--- src/rtl/full_adder4_pkg.sv ---
// Shared constants for the 4-bit registered ripple-carry adder.
package full_adder4_pkg;

    localparam int unsigned WIDTH_DEFAULT = 4;

endpackage : full_adder4_pkg

--- src/rtl/full_adder_1bit.sv ---
// One-bit combinational full adder cell used as a ripple-carry stage.
module full_adder_1bit (
    input  logic a,
    input  logic b,
    input  logic cin,
    output logic s,
    output logic cout
);

    always_comb begin
        s    = a ^ b ^ cin;
        cout = (a & b) | (a & cin) | (b & cin);
    end

endmodule : full_adder_1bit

--- src/rtl/full_adder4.sv ---
// Registered ripple-carry adder: {c_out, sum} = a + b + c_in, one cycle latency.
module full_adder4
    import full_adder4_pkg::*;
#(
    parameter int unsigned WIDTH = WIDTH_DEFAULT
) (
    input  logic             clk,
    input  logic             rst,
    input  logic [WIDTH-1:0] a,
    input  logic [WIDTH-1:0] b,
    input  logic             c_in,
    input  logic             in_valid,
    output logic [WIDTH-1:0] sum,
    output logic             c_out,
    output logic             out_valid
);

    logic [WIDTH:0]   carry;
    logic [WIDTH-1:0] sum_comb;

    logic [WIDTH-1:0] sum_d,   sum_q;
    logic             c_out_d, c_out_q;
    logic             valid_d, valid_q;

    assign carry[0] = c_in;

    for (genvar i = 0; i < WIDTH; i++) begin : g_stage
        full_adder_1bit u_fa (
            .a    (a[i]),
            .b    (b[i]),
            .cin  (carry[i]),
            .s    (sum_comb[i]),
            .cout (carry[i+1])
        );
    end

    // Result registers only load on valid input; otherwise they hold.
    always_comb begin
        sum_d   = sum_q;
        c_out_d = c_out_q;
        valid_d = in_valid;
        if (in_valid) begin
            sum_d   = sum_comb;
            c_out_d = carry[WIDTH];
        end
    end

    always_ff @(posedge clk) begin
        if (rst) begin
            sum_q   <= '0;
            c_out_q <= 1'b0;
            valid_q <= 1'b0;
        end else begin
            sum_q   <= sum_d;
            c_out_q <= c_out_d;
            valid_q <= valid_d;
        end
    end

    assign sum       = sum_q;
    assign c_out     = c_out_q;
    assign out_valid = valid_q;

endmodule : full_adder4

--- config.mk ---
export PLATFORM = sky130hd
export DESIGN_NAME = full_adder4
export DESIGN_NICKNAME = d
export VERILOG_FILES = /design/src/rtl/full_adder4_pkg.sv /design/src/rtl/full_adder_1bit.sv /design/src/rtl/full_adder4.sv
export SDC_FILE = /design/constraint.sdc
export NUM_CORES = 1
export LEC_CHECK = 0
export CAP_MARGIN = 40
export CORE_AREA = 10 10 47 49
export CTS_CLUSTER_DIAMETER = 60
export CTS_CLUSTER_SIZE = 14
export DETAILED_ROUTE_END_ITERATION = 10
export DIE_AREA = 0 0 57 59
export GPL_ROUTABILITY_DRIVEN = 0
export SETUP_SLACK_MARGIN = 0.2
export SKIP_LAST_GASP = 1
export SYNTH_ARGS = -nofsm -noshare
export SYNTH_HDL_FRONTEND = slang
export SYNTH_SLANG_ARGS = --single-unit
--- constraint.sdc ---
create_clock -name clk -period 7.29 [get_ports clk]
set_clock_uncertainty 0.2 [all_clocks]
set_input_delay 1.458 -clock clk [delete_from_list [all_inputs] [get_ports clk]]
set_output_delay 1.458 -clock clk [all_outputs]
set_load 0.1 [all_outputs]
==> impl_metrics.sql <==
INSERT INTO impl_metrics (metric_group, metric, value, unit) VALUES
('status', 'outcome', 'finished clean', ''),
('finish', 'n_fill_cell', '149', ''),
('finish', 'seqCellArea', '120', 'um2'),
('floorplan', 'placeableCoreArea', '1400', 'um2'),
('finish', 'final_core_utilization', '44.7', '%'),
('drt', 'number_of_remaining_drc_errors', '0', ''),
('critical_path', 'endpoint_required_time_on_the_critical_path', '7250', 'ps'),
('pwr', 'power_per_cell_area', '199', 'nW/um2'),
('cts', 'cts-root-buf', 'sky130_fd_sc_hd__clkbuf_4', ''),
('cts', 'cts-root-to-sink-buffers', '2', ''),
('finish', 'antenna-diode-count', '0', ''),
('flow_run', 'max-cap-violations', '0', ''),
('synth', 'synth.cells.most_frequent', 'sky130_fd_sc_hd__inv_1 (7), sky130_fd_sc_hd__dfxtp_1 (6), sky130_fd_sc_hd__fa_1 (4), sky130_fd_sc_hd__nor2_1 (4), sky130_fd_sc_hd__a211oi_2 (3)', ''),
('critical_path', 'worst_setup_path_startpoint', 'a[0]', ''),
('global_route', 'antenna_found_initial', '0', ''),
('synth', 'yosys.area.top_type', 'sky130_fd_sc_hd__dfxtp_1', ''),
('pwr', 'leakagePower', '0.273', 'nW'),
('timing', 'post-route-period-util', '49.9', '%'),
('synth', 'yosys.cell_types.count', '9', ''),
('critical_path', 'cp.arrival', '3600', 'ps'),
('critical_path', 'critical_path_end_type', 'flop', ''),
('cts', 'tritoncts.num_buffers', '3', ''),
('synth', 'synth.top_cell.area_share', '37.2', '%'),
('drt', 'ant_nets', '0', ''),
('timing', 'rsz0062_at_grt', 'no', ''),
('cts', 'clock_insertion_delay_worst_skew', '240', 'ps'),
('timing', 'setup_viol_count_final', '0', ''),
('floorplan', 'die_w', '57', 'um'),
('cts', 'clock-sinks', '6', ''),
('global_route', 'grt_start_max_net_pins', '10', ''),
('pwr', 'power.ir.vdd_worst', '0.0000853', 'V'),
('drt', 'viasPerCell', '3.94', ''),
('synth', 'synth_async_sr_flop_share', '0', '%'),
('floorplan', 'dieHeight', '59', 'um'),
('drt', 'dr_total_vias', '276', ''),
('synth', 'synth_area', '323', 'um2'),
('synth', 'synth-main-ff-cell', 'sky130_fd_sc_hd__dfxtp_1', ''),
('drt', 'detail_route.wirelength', '765', 'um'),
('finish', 'area_growth', '94.2', '%'),
('cts', 'tritoncts_clock_tree', 'done', ''),
('hold_path', 'timing.hold.worst.class', 'flop to flop', ''),
('cts', 'cts-hold-fix-buffers', '0', ''),
('critical_path', 'start_kind', 'input pin', ''),
('critical_path', 'crit_fanout', '1', ''),
('drt', 'firstDrtPassIters', '3', ''),
('cts', 'ctsResizeCount', '0', ''),
('drt', 'drt_iter0_drc', '3', ''),
('hold_path', 'worst_hold_startpoint', 'sum[0]', ''),
('timing', 'timing_max_transition_violations_final', '0', ''),
('timing', 'tns', '0', 'ps'),
('placement', 'dpl_worst_slack', '3380', 'ps'),
('global_route', 'grt_pass1_wl', '1.33', 'mm'),
('synth', 'synth.ff_latch_count', '6', ''),
('cts', 'postCtsSetupRepairBufs', '0', ''),
('timing', 'timing.fmax', '275', 'MHz'),
('floorplan', 'number_of_placement_rows', '14', ''),
('timing', 'post-route-min-period', '3640', 'ps'),
('synth', 'ys.warnings.count', '0', ''),
('cts', 'cts_max_level', '1', ''),
('finish', 'final_nets', '72', ''),
('synth', 'synthCells', '29', ''),
('global_route', 'global_route.overflow_total', '0', ''),
('floorplan', 'num_io_pins', '18', ''),
('synth', 'seq_area_frac_synth', '37.2', '%'),
('timing', 'worst-slew-pin-transition', '404', 'ps'),
('floorplan', 'die_outline_area', '3360', 'um2'),
('finish', 'multi_input_comb_area', '165', 'um2'),
('global_route', 'global_route.usage.total', '5.09', '%'),
('timing', 'max-slew-margin-rel', '73.0', '%'),
('synth', 'avgSynthCellArea', '11.1', 'um2'),
('critical_path', 'reg2reg_from', 'sum[0]', '');
## worst max-delay path: stages
cell,delay (ps)
sky130_fd_sc_hd__clkdlybuf4s50_1,400
sky130_fd_sc_hd__inv_1,80
sky130_fd_sc_hd__fa_1,170
sky130_fd_sc_hd__inv_1,50
sky130_fd_sc_hd__fa_1,370
sky130_fd_sc_hd__fa_1,370
sky130_fd_sc_hd__inv_1,80
sky130_fd_sc_hd__fa_1,420
sky130_fd_sc_hd__a211oi_2,210
## worst paths after layout
kind,end,cells after the start,slack [ps]
setup reg to reg,sum[0],2,6450
hold / removal,sum[0],2,300
setup / recovery,sum[3],9,3650
hold reg to reg,sum[0],2,300
## sequential cells by signal, indices dropped and copies added (netlist names)
register   count
sum            4
out_valid      1
c_out          1
## metal layers
metal  up-vias  track usage, %  wire length [um]
li1        137               -                 -
met2        10            7.60               374
met3         0            4.08               107
met5         -               0                 0
met4         0            3.02                 0
met1       129            4.83               283
## cell type report
type / instances / share of cell area [%]
flip-flops and latches: 6 / 19.2
inverters: 7 / 4.19
repair buffers: 23 / 43.5
clock buffers: 3 / 3.59
well taps: 16 / 3.19
multi-input cells: 15 / 26.3
## report_power, final
group | total (W) | internal (W) | switching [W]
Clock | 0.0000317 | 0.0000187 | 0.0000130
Sequential | 0.0000372 | 0.0000358 | 0.00000135
Combinational | 0.0000559 | 0.0000240 | 0.0000319
## cells by family after synthesis
| family | count (synthesis) | synth area share (%) |
|---|---|---|
| adders and majority gates | 4 | 24.8 |
| AOI/OAI and AO/OA | 3 | 11.6 |
| muxes | 2 | 6.20 |
| and+or+nand+nor | 6 | 8.53 |
| buffers and inverters | 8 | 11.6 |
| DFF | 6 | 37.2 |
## layout by cell type (no fill, tap or decap)
cell                              count
sky130_fd_sc_hd__a211oi_2             3
sky130_fd_sc_hd__buf_16               1
sky130_fd_sc_hd__buf_8                5
sky130_fd_sc_hd__clkbuf_4             3
sky130_fd_sc_hd__clkdlybuf4s50_1     17
sky130_fd_sc_hd__dfxtp_1              6
sky130_fd_sc_hd__fa_1                 4
sky130_fd_sc_hd__inv_1                7
sky130_fd_sc_hd__mux2i_1              2
sky130_fd_sc_hd__nor2_1               4
sky130_fd_sc_hd__nor2_2               1
sky130_fd_sc_hd__nor2b_1              1
## through the flow
step / hold slack, ps / total power [W] / instances / cell area (um2)
finish: 297 / 0.000125 / 70 / 627
floorplan: 732 / 0.0000693 / 29 / 323
CTS: 300 / 0.000127 / 70 / 627
global route: 329 / 0.000133 / 70 / 627
detailed placement: 292 / 0.0000944 / 67 / 604
global placement: 277 / 0.0000830 / 61 / 502
Note: power is estimated with default switching activity, not from simulation.
